**src/rtl/ttl_cen_pkg.sv**
```systemverilog
`default_nettype none
// +--------------------------------------------------------------------+
// | ttl_cen_pkg : shared FSM encoding and ratio clamp for the Cen      |
// | sequencer.                       Rev 1.0                           |
// +--------------------------------------------------------------------+
package ttl_cen_pkg;

  typedef enum logic [1:0] {
    ST_RUN    = 2'd0,
    ST_DRAIN  = 2'd1,
    ST_PAUSED = 2'd2,
    ST_STEP   = 2'd3
  } cen_state_t;

  localparam int unsigned MIN_DIV = 2;

  // Divide-by-1 would hold Cen_n low forever, so anything below 2 becomes 2.
  function automatic logic [31:0] clamp_div(input logic [31:0] div);
    return (div < MIN_DIV) ? 32'(MIN_DIV) : div;
  endfunction

endpackage
`default_nettype wire

```
**src/rtl/ttl_cen_channel.sv**
```systemverilog
`default_nettype none
// +--------------------------------------------------------------------+
// | ttl_cen_channel : one divide counter with active/pending ratio     |
// | registers and the registered Cen_n strobe.   Rev 1.0               |
// +--------------------------------------------------------------------+
module ttl_cen_channel
  import ttl_cen_pkg::*;
#(
  parameter int DIV_W       = 8,
  parameter int DEFAULT_DIV = 4
) (
  input  logic             Clk,
  input  logic             Rst,
  input  logic             i_count_en,
  input  logic             i_sync,
  input  logic             i_wr_en,
  input  logic [DIV_W-1:0] i_wr_div,
`ifdef CEN_PHASE_EN
  input  logic [DIV_W-1:0] i_wr_phase,
`endif
  output logic             o_cen_n,
  output logic             o_tc
);

  localparam logic [DIV_W-1:0] C_DEF_DIV = DIV_W'(clamp_div(32'(DEFAULT_DIV)));

  logic [DIV_W-1:0] r_cnt;
  logic [DIV_W-1:0] r_div_act;
  logic [DIV_W-1:0] r_div_pend;
  logic             r_pend_valid;
  logic             r_cen_n;
  logic             w_tc;
  logic [DIV_W-1:0] w_div_next;
  logic [DIV_W-1:0] w_sync_cnt;

  assign w_tc       = (r_cnt == (r_div_act - 1'b1));
  assign w_div_next = r_pend_valid ? r_div_pend : r_div_act;

`ifdef CEN_PHASE_EN
  logic [DIV_W-1:0] r_phase;

  // Phase is taken modulo the ratio that governs the period starting now.
  assign w_sync_cnt = r_phase % w_div_next;

  always_ff @(posedge Clk or posedge Rst) begin
    if (Rst) begin
      r_phase <= '0;
    end else if (i_wr_en) begin
      r_phase <= i_wr_phase;
    end
  end
`else
  assign w_sync_cnt = '0;
`endif

  always_ff @(posedge Clk or posedge Rst) begin
    if (Rst) begin
      r_cnt        <= '0;
      r_div_act    <= C_DEF_DIV;
      r_div_pend   <= C_DEF_DIV;
      r_pend_valid <= 1'b0;
      r_cen_n      <= 1'b1;
    end else begin
      r_cen_n <= ~(i_count_en & w_tc & ~i_sync);
      if (i_sync) begin
        r_cnt        <= w_sync_cnt;
        r_div_act    <= w_div_next;
        r_pend_valid <= 1'b0;
      end else if (i_count_en) begin
        if (w_tc) begin
          r_cnt        <= '0;
          r_div_act    <= w_div_next;
          r_pend_valid <= 1'b0;
        end else begin
          r_cnt <= r_cnt + 1'b1;
        end
      end
      // A write on a boundary lands after the old pending value was consumed.
      if (i_wr_en) begin
        r_div_pend   <= i_wr_div;
        r_pend_valid <= 1'b1;
      end
    end
  end

  assign o_cen_n = r_cen_n;
  assign o_tc    = w_tc;

endmodule
`default_nettype wire

```
**src/rtl/ttl_cen_sequencer.sv**
```systemverilog
`default_nettype none
// +--------------------------------------------------------------------+
// | ttl_cen_sequencer : per-channel Cen strobe scheduler with glitch-  |
// | free ratio updates and pause/step. Option macro: CEN_PHASE_EN.     |
// | Rev 1.0                                                            |
// +--------------------------------------------------------------------+
module ttl_cen_sequencer
  import ttl_cen_pkg::*;
#(
  parameter int CHANNELS    = 4,
  parameter int DIV_W       = 8,
  parameter int DEFAULT_DIV = 4,
  localparam int SEL_W      = (CHANNELS > 1) ? $clog2(CHANNELS) : 1
) (
  input  logic                Clk,
  input  logic                Rst,
  input  logic                cfg_we,
  input  logic [SEL_W-1:0]    cfg_sel,
  input  logic [DIV_W-1:0]    cfg_div,
`ifdef CEN_PHASE_EN
  input  logic [DIV_W-1:0]    cfg_phase,
`endif
  input  logic                sync,
  input  logic                pause_req,
  input  logic                step,
  output logic                pause_ack,
  output logic [CHANNELS-1:0] Cen_n,
  output logic [CHANNELS-1:0] tick
);

  cen_state_t          r_state;
  cen_state_t          w_state_nxt;
  logic                r_pause_ack;
  logic                w_count_en;
  logic                w_sel_ok;
  logic [DIV_W-1:0]    w_cfg_div;
  logic [CHANNELS-1:0] w_wr;
  logic [CHANNELS-1:0] w_tc;
  logic [CHANNELS-1:0] w_cen_n;
  logic                w_tc0;
  logic                w_unused_tc;

  assign w_cfg_div   = DIV_W'(clamp_div(32'(cfg_div)));
  assign w_sel_ok    = (32'(cfg_sel) < 32'(CHANNELS));
  assign w_tc0       = w_tc[0] & ~sync;
  assign w_unused_tc = ^w_tc;

  genvar gi;
  generate
    for (gi = 0; gi < CHANNELS; gi++) begin : g_ch
      assign w_wr[gi] = cfg_we & w_sel_ok & (cfg_sel == SEL_W'(gi));

      ttl_cen_channel #(
        .DIV_W       (DIV_W),
        .DEFAULT_DIV (DEFAULT_DIV)
      ) u_ch (
        .Clk        (Clk),
        .Rst        (Rst),
        .i_count_en (w_count_en),
        .i_sync     (sync),
        .i_wr_en    (w_wr[gi]),
        .i_wr_div   (w_cfg_div),
`ifdef CEN_PHASE_EN
        .i_wr_phase (cfg_phase),
`endif
        .o_cen_n    (w_cen_n[gi]),
        .o_tc       (w_tc[gi])
      );
    end
  endgenerate

  always_comb begin
    w_state_nxt = r_state;
    w_count_en  = 1'b0;
    case (r_state)
      ST_RUN: begin
        w_count_en = 1'b1;
        if (pause_req) w_state_nxt = ST_DRAIN;
      end
      ST_DRAIN: begin
        w_count_en = 1'b1;
        if (!pause_req)  w_state_nxt = ST_RUN;
        else if (w_tc0)  w_state_nxt = ST_PAUSED;
      end
      ST_PAUSED: begin
        if (!pause_req)  w_state_nxt = ST_RUN;
        else if (step)   w_state_nxt = ST_STEP;
      end
      ST_STEP: begin
        w_count_en  = 1'b1;
        w_state_nxt = ST_PAUSED;
      end
      default: w_state_nxt = ST_RUN;
    endcase
  end

  // Ack stays high across single steps so the debugger sees one unbroken freeze.
  always_ff @(posedge Clk or posedge Rst) begin
    if (Rst) begin
      r_state     <= ST_RUN;
      r_pause_ack <= 1'b0;
    end else begin
      r_state     <= w_state_nxt;
      r_pause_ack <= (w_state_nxt == ST_PAUSED) || (w_state_nxt == ST_STEP);
    end
  end

  assign pause_ack = r_pause_ack;
  assign Cen_n     = w_cen_n;
  assign tick      = ~w_cen_n;

endmodule
`default_nettype wire

```
**config.mk**
```make
export PLATFORM = sky130hd
export DESIGN_NAME = ttl_cen_sequencer
export DESIGN_NICKNAME = d
export VERILOG_FILES = /design/src/rtl/ttl_cen_pkg.sv /design/src/rtl/ttl_cen_channel.sv /design/src/rtl/ttl_cen_sequencer.sv
export SDC_FILE = /design/constraint.sdc
export NUM_CORES = 1
export LEC_CHECK = 0
export CORE_MARGIN = 4
export CORE_UTILIZATION = 45
export DETAILED_ROUTE_END_ITERATION = 8
export PLACE_DENSITY = 0.74
export SLEW_MARGIN = 10
export SYNTH_ARGS = -nofsm -noshare
export SYNTH_HDL_FRONTEND = slang
export SYNTH_HIERARCHICAL = 1
export SYNTH_SLANG_ARGS = --single-unit
```
**constraint.sdc**
```tcl
create_clock -name Clk -period 4.8 [get_ports Clk]
set_input_delay 0.96 -clock Clk [delete_from_list [all_inputs] [get_ports Clk]]
set_output_delay 0.96 -clock Clk [all_outputs]
set_load 0.1 [all_outputs]
```
* Word-level counts from Yosys, hierarchy flattened
Index checks and enable logic that the tools add are counted.
Word-level totals: ROM bits 0, flip-flop bits (word level) 107, bits in latches 0, bits in writable memories 0, input bits 16, memories kept 0
Cells by class: $lt $le $gt $ge 1, reductions and logical operators 25, muxes and demuxes 52, shifts and indexed selects 0, eq/ne operators 12, div/mod/pow operators 0, bitwise logic cells 19, add/subtract/negate cells 8, multipliers 0
Operators by type and width (number):
- two-way mux 8 bit | 29
- adder 8 x 1 -> 8 bit, second input constant | 4
- equality test 8 bit | 4
- subtractor 8 x 1 -> 8 bit, second input constant | 4
- nonzero test 3 bit | 8
- two-way mux 1 bit | 17
- AND reduction 2 bit | 8
- AND 1 bit | 13
- equality test 2 bit, second input constant | 6
- two-way mux 2 bit | 5
- nonzero test 2 bit | 5
- < comparator 8 x 2 -> 1 bit, second input constant | 1
- case mux 2 bit (4 select lines) | 1
- inverter 1 bit | 5
- equality test 2 x 1 -> 1 bit, second input constant | 2
- logical NOT 2 bit | 2
- inverter 4 bit | 1
- OR reduction 3 bit | 1
- logical OR 1 bit | 1

* Longest topological paths before layout
Gate-level depths: netlist of the first run.
depth in word-level cells 8, mapped depth 11, gate-level depth less buffers 9

* Hierarchy
Netlist of the first run, hierarchy kept.
By module, submodules not included:
- ttl_cen_channel | area each 1597.8 sq um, instances 4, cells an instance 155
- ttl_cen_sequencer | area each 224.0 sq um, instances 1, cells an instance 33

* Worst setup path before layout of the first run
Ideal clock, no wire load.
path kind register -> output, start point reg g_ch[0].u_ch.r_cen_n, end point out tick[0], data arrival time 1.367 ns, path slack 2.473 ns, data required time 3.840 ns, cell stages (with the launch flop) 2, cell sequence dfstp_2 inv_1
Between the ends: word-level cells in the longest chain between the ends 1
Ends and longest elaborated chain:
- from (decl) | line ttl_cen_channel.sv:31 | logic r_cen_n;
- from (signal assigned) | line ttl_cen_channel.sv:64 | r_cen_n <= ~(i_count_en & w_tc & ~i_sync);
- inverter 4 bit | line ttl_cen_sequencer.sv:110 | assign tick = ~w_cen_n;
- to (decl) | line ttl_cen_sequencer.sv:28 | output logic [CHANNELS-1:0] tick
Every way passes these cells.

* Worst setup path in the final report of the first run
start point reg g_ch[0].u_ch.r_cen_n, end point out Cen_n[0]
RTL lines:
- to (decl) | line ttl_cen_sequencer.sv:27 | output logic [CHANNELS-1:0] Cen_n,
No word-level cell between the ends.

==> results.sh, run 1 <==
export IMPL_outcome="complete, no violations"
export IMPL_period_share_pct=62.21
export IMPL_min_period_ns=2.986
export IMPL_cpLargestDelayFamily="buffers and inverters"
export IMPL_cpPeakStageDelay_ns=1.13
export IMPL_p_leak_nw=2.882
export IMPL_grt_max_degree=101
export IMPL_synth_edf_count=0
export IMPL_cts_tree="yes"
export IMPL_drc=0
export IMPL_multi_input_area_sq_um=3578
export IMPL_hold_depth=1
export IMPL_drt_iter0_drc=281
export IMPL_gp_congestion=0.8098
export IMPL_fp_dieArea_sq_um=16700
export IMPL_htreeDepth=3
export IMPL_final_cell_mix="dfrtp_1 (95), nand2_1 (64), o211ai_1 (56), nand3_1 (49), xor2_1 (36)"
export IMPL_end_kind="output pin"
export IMPL_cp_num_cells=1
export IMPL_crit_buf_inv=1
export IMPL_area_growth_pct=8.795
export IMPL_synth_top_area_share_pct=35.94
export IMPL_finalWirelength_um=13780
export IMPL_die_w_um=129.2
export IMPL_netlist_area_sq_um=6615
export IMPL_cts_resized=0
export IMPL_grt_pass1_vias=4795
export IMPL_synth_top_area_cell="dfrtp_1"
export IMPL_clkTransAtPathRegs_ns=0.08
export IMPL_pin_count=25
export IMPL_final_hold_viol_count=0
export IMPL_ff2ff_setup_slack_ns=2.15
export IMPL_setup_tns_ns=0
export IMPL_hold_end="g_ch[3].u_ch/r_div_pend[4]"
export IMPL_final_common_cell="dfrtp_1"
export IMPL_setup_viol=0
export IMPL_r2r_end="r_state[0]"
export IMPL_antenna_cells=0
export IMPL_layout_drive_gt1_share_pct=17.74
export IMPL_initial_core_util_pct=45.69
export IMPL_yosysUniqueCellTypes=44
export IMPL_fin_nets=673
export IMPL_dp_hpwl_um=9671
export IMPL_crit_path_start_kind="flop"
export IMPL_rsz0062_at_grt="no"
export IMPL_powerDensity_nw_per_um2=458.4
export IMPL_synth_seq_cells=107
export IMPL_ant_nets=0
export IMPL_syn_num_nets=677
export IMPL_max_freq_mhz=334.9
export IMPL_firstDrtPassIters=5
export IMPL_synth_flop_cell="dfrtp_1"
export IMPL_grtUsageTotal_pct=17.43
export IMPL_cp_required_ns=3.84
export IMPL_utilization_pct=49.71
export IMPL_via_per_inst=5.937
export IMPL_postCtsSetupBuffers=0
export IMPL_peakVddDrop_mv=0.2225
export IMPL_critPathSlowestCell="clkdlybuf4s50_1"
export IMPL_rows=44
export IMPL_crit_path_cell_trace="clkdlybuf4s50_1"
export IMPL_antenna_found_initial=0
export IMPL_fillers=1288
export IMPL_timing_slew_headroom_pct=28.14
export IMPL_async_flop_share_pct=100.0
export IMPL_cts_buffers_inserted=9
export IMPL_fp_dieH_um=129.2
export IMPL_cts_buffer_depth=2
export IMPL_regArea_sq_um=2693
export IMPL_post_drt_wl_per_cell_um=16.44
export IMPL_synth_cells=653
export IMPL_ctsHoldBuffers=0
export IMPL_overflow=0
export IMPL_worstMarginPinSlew_ns=1.078
export IMPL_fin_skew_ns=0.008991
export IMPL_reg2reg_depth=9
export IMPL_min_delay_path_class="flop to flop"
export IMPL_ctsRootBufferMaster="clkbuf_16"
export IMPL_num_vias=4975
export IMPL_netlist_top_cells_area="dfrtp_1 (36%), o211ai_1 (6.4%), mux2_2 (5.4%)"
export IMPL_io_buffer_count=24
export IMPL_timing_max_transition_violations_final=0
export IMPL_grt_pass1_wl_um=23970
export IMPL_postSynthAreaPerCell_sq_um=10.13
export IMPL_timing_max_cap_violations=0
export IMPL_cts_sinks=107
export IMPL_critPathArrivalTime_ns=2.03
export IMPL_crit_type="flop to output pin"
export IMPL_r2r_start="g_ch[0].u_ch/r_div_act[0]"
export IMPL_hold_start="g_ch[3].u_ch/r_div_pend[4]"
export IMPL_crit_fanout=2
export IMPL_yosysWarnings=6
export IMPL_coreArea_sq_um=14480
export IMPL_clkLatencyLatePin_ns=0.36
export IMPL_synth_seq_area_share_pct=40.70
[cells by family after synthesis]
kind of cell	synth area share, %
AND/OR/NAND/NOR	19.65
AO/OA/AOI/OAI	19.42
flip-flops	40.70
buffers and inverters	5.315
XOR/XNOR	7.944
multiplexers	5.447
adder cells (fa/ha/maj)	1.513
[final cells by class]
class	instances	area share [%]
inverters	33	1.721
clock inverters	6	1.182
flip-flops and latches	107	37.41
repair buffers	27	3.581
well taps	184	3.199
multi-input cells	471	49.72
clock buffers	10	3.182
[where the power goes]
group	total [mW]	leakage, nW	switching [mW]	internal, mW
registers	1.38	1.34	0.268	1.11
clock network	0.778	0.150	0.360	0.419
logic	1.15	1.40	0.655	0.490
total	3.30	2.88	1.28	2.02
[flip-flops by register name, indices dropped and copies added, names as in the netlist]
signal,flops
g_ch.u_ch/o_cen_n,4
r_state,2
g_ch.u_ch/r_cnt,32
pause_ack,1
g_ch.u_ch/r_div_pend,32
g_ch.u_ch/r_pend_valid,4
g_ch.u_ch/r_div_act,32
[cell usage after synthesis (5+ instances only)]
| master | instances |
|---|---|
| a211oi_2 | 20 |
| a21oi_1 | 8 |
| a32oi_1 | 8 |
| and2_1 | 5 |
| and3_1 | 33 |
| clkbuf_1 | 34 |
| dfrtp_1 | 95 |
| dfstp_2 | 12 |
| ha_1 | 8 |
| inv_1 | 33 |
| mux2_2 | 32 |
| nand2_1 | 64 |
| nand2b_1 | 5 |
| nand3_1 | 49 |
| nand4_1 | 16 |
| nor2_1 | 22 |
| nor2b_1 | 6 |
| o2111ai_1 | 8 |
| o211ai_1 | 56 |
| o22ai_1 | 5 |
| or2b_1 | 5 |
| xnor2_1 | 24 |
| xor2_1 | 36 |
[stage by stage]
| step | area [sq um] | power, mW | hold WS [ns] | instances | setup WS (ns) |
|---|---|---|---|---|---|
| floorplan | 6615 | 2.288 | 0.4963 | 653 | 2.473 |
| global placement | 6883 | 2.460 | 0.5146 | 822 | 2.201 |
| detailed placement | 6883 | 2.535 | 0.5255 | 822 | 2.122 |
| CTS | 7197 | 3.325 | 0.5430 | 838 | 1.792 |
| global route | 7197 | 3.514 | 0.5685 | 838 | 1.786 |
| finish | 7197 | 3.299 | 0.5407 | 838 | 1.814 |
[how the worst max path moves through the flow]
stage	start	slack, ns	endpoint
finish	g_ch[0].u_ch/o_cen_n	1.81	Cen_n[0]
global route	g_ch[0].u_ch/o_cen_n	1.79	Cen_n[0]
CTS	g_ch[0].u_ch/o_cen_n	1.79	Cen_n[0]
detailed placement	sync	2.12	g_ch[1].u_ch/r_div_act[3]
global placement	g_ch[0].u_ch/o_cen_n	2.20	Cen_n[0]
floorplan	g_ch[0].u_ch/o_cen_n	2.47	tick[0]
[metal layers]
layer  track usage [%]  up-vias  routed length [um]
li1                  -     2384                   -
met1             22.79     2479                6036
met2             29.88       99                7115
met3             2.721       13                 442
met4             5.312        0                 184
met5                 0        -                   0
No activity file was read; power rests on OpenSTA's default activity.
==> run 2: changes to the inputs <==
Settings changed: PLACE_DENSITY 0.74 to 0.76.
Clock period 4.8 ns to 2.7 ns, I/O delays scaled along.
==> run 2 against run 1 <==
Effect of this change:
- cell count grew 1.2%
- power grew 78%
- combinational power grew 84%
- utilization grew 0.37 points
- highest routed layer unchanged
- global-route usage grew 1.3 points
==> results.sh, run 2 (same netlist as run 1, synthesis figures left out) <==
export IMPL_p_leak_nw=2.945
export IMPL_htreeDepth=3
export IMPL_final_hold_viol_count=0
export IMPL_fp_dieH_um=129.2
export IMPL_gp_congestion=0.8238
export IMPL_max_freq_mhz=411.9
export IMPL_cpPeakStageDelay_ns=0.45
export IMPL_met2WireLength_um=7363
export IMPL_topRoutingLayerUsed="met4"
export IMPL_grtUsageTotal_pct=18.75
export IMPL_finalWirelength_um=14790
export IMPL_drt_iter0_drc=289
export IMPL_cts_buffers_inserted=9
export IMPL_ant_nets=0
export IMPL_rsz0062_at_grt="no"
export IMPL_final_cell_area_sq_um=7251
export IMPL_fin_skew_ns=0.005897
export IMPL_wl_met3_um=658
export IMPL_final_cell_mix="dfrtp_1 (95), nand2_1 (64), o211ai_1 (56), nand3_1 (49), xor2_1 (36)"
export IMPL_timing_max_cap_violations=0
export IMPL_post_place_ws_ns=0.3143
export IMPL_via_per_inst=6.072
export IMPL_final_cell_count_no_fill=848
export IMPL_dp_hpwl_um=10330
export IMPL_setup_tns_ns=0
export IMPL_grt_max_degree=87
export IMPL_outcome="complete, no violations"
export IMPL_critPathSlowestCell="dfrtp_1"
export IMPL_cp_required_ns=2.93
export IMPL_coreArea_sq_um=14480
export IMPL_cpLargestDelayFamily="simple AND/OR/NAND/NOR gates"
export IMPL_end_kind="flop"
export IMPL_grt_pass1_vias=5241
export IMPL_overflow=0
export IMPL_pin_count=25
export IMPL_worst_slack_ns=0.2725
export IMPL_reg_top3="g_ch.u_ch/r_cnt: 32 flops, g_ch.u_ch/r_div_act: 32 flops, g_ch.u_ch/r_div_pend: 32 flops"
export IMPL_critPathArrivalTime_ns=2.65
export IMPL_fin_nets=684
export IMPL_grt_pass1_wl_um=25630
export IMPL_timing_max_transition_violations_final=0
export IMPL_setup_viol=0
export IMPL_worstMarginPinSlew_ns=0.9604
export IMPL_placed_area_sq_um=6955
export IMPL_num_vias=5149
export IMPL_ctsHoldBuffers=0
export IMPL_met1_length_um=6532
export IMPL_antenna_found_initial=0
export IMPL_crit_fanout=11
export IMPL_worst_hold_slack_ns=0.5330
export IMPL_powerDensity_nw_per_um2=810.0
export IMPL_dp_cells=833
export IMPL_min_delay_path_class="flop to flop"
export IMPL_ctsRootBufferMaster="clkbuf_16"
export IMPL_cts_sinks=107
export IMPL_antenna_cells=0
export IMPL_peakVddDrop_mv=0.4014
export IMPL_clkTransAtPathRegs_ns=0.06
export IMPL_die_w_um=129.2
export IMPL_utilization_pct=50.08
export IMPL_min_period_ns=2.428
export IMPL_firstDrtPassIters=5
export IMPL_post_drt_wl_per_cell_um=17.44
export IMPL_fp_dieArea_sq_um=16700
export IMPL_layout_drive_gt1_share_pct=20.18
export IMPL_cts_tree="yes"
export IMPL_rows=44
export IMPL_crit_type="flop to flop"
export IMPL_area_growth_pct=9.608
export IMPL_cts_buffer_depth=2
export IMPL_clkLatencyLatePin_ns=0.34
export IMPL_crit_path_cell_trace="nor4_4, nand2_1, xnor2_1, and3_1, o21a_4, nor2b_1, o22ai_1, and2_1"
export IMPL_final_common_cell="dfrtp_1"
export IMPL_io_buffer_count=24
export IMPL_initial_core_util_pct=45.69
export IMPL_power_mw=5.873
export IMPL_timing_slew_headroom_pct=35.93
export IMPL_postCtsSetupBuffers=0
export IMPL_crit_path_start_kind="flop"
export IMPL_period_share_pct=89.91
export IMPL_crit_buf_inv=0
export IMPL_drc=0
export IMPL_cts_resized=0
[run 2: layout make-up]
class | instances | area, sq um
fillers | 1272 | 7228
flip-flops and latches | 107 | 2693
repair buffers | 38 | 330.3
clock inverters | 2 | 35.03
multi-input cells | 471 | 3578
inverters | 33 | 123.9
well taps | 184 | 230.2
clock buffers | 13 | 260.3
[run 2: per-layer routing]
layer	vias to the layer above	global-route usage, %
li1	2405	-
met1	2569	25.13
met2	153	30.95
met3	22	2.968
met4	0	6.609
met5	-	0
[run 2: worst paths after layout]
kind,from,to,slack [ns],depth (start not counted)
hold / removal,g_ch[0].u_ch/r_div_pend[3],g_ch[0].u_ch/r_div_pend[3],0.53,1
max in group asynchronous,Rst,g_ch[3].u_ch/o_cen_n,1.65,3
hold reg to reg,g_ch[0].u_ch/r_div_pend[3],g_ch[0].u_ch/r_div_pend[3],0.53,1
setup / recovery,g_ch[0].u_ch/r_div_act[3],r_state[0],0.27,8
setup reg to reg,g_ch[0].u_ch/r_div_act[3],r_state[0],0.27,8
min in group asynchronous,Rst,pause_ack,0.55,2
[run 2: where the power goes]
group          switching, mW  leakage (nW)  total, mW  internal (mW)
clock network          0.534         0.146       1.30          0.764
logic                   1.22          1.46       2.12          0.900
registers              0.485          1.34       2.46           1.97
total                   2.24          2.94       5.87           3.64
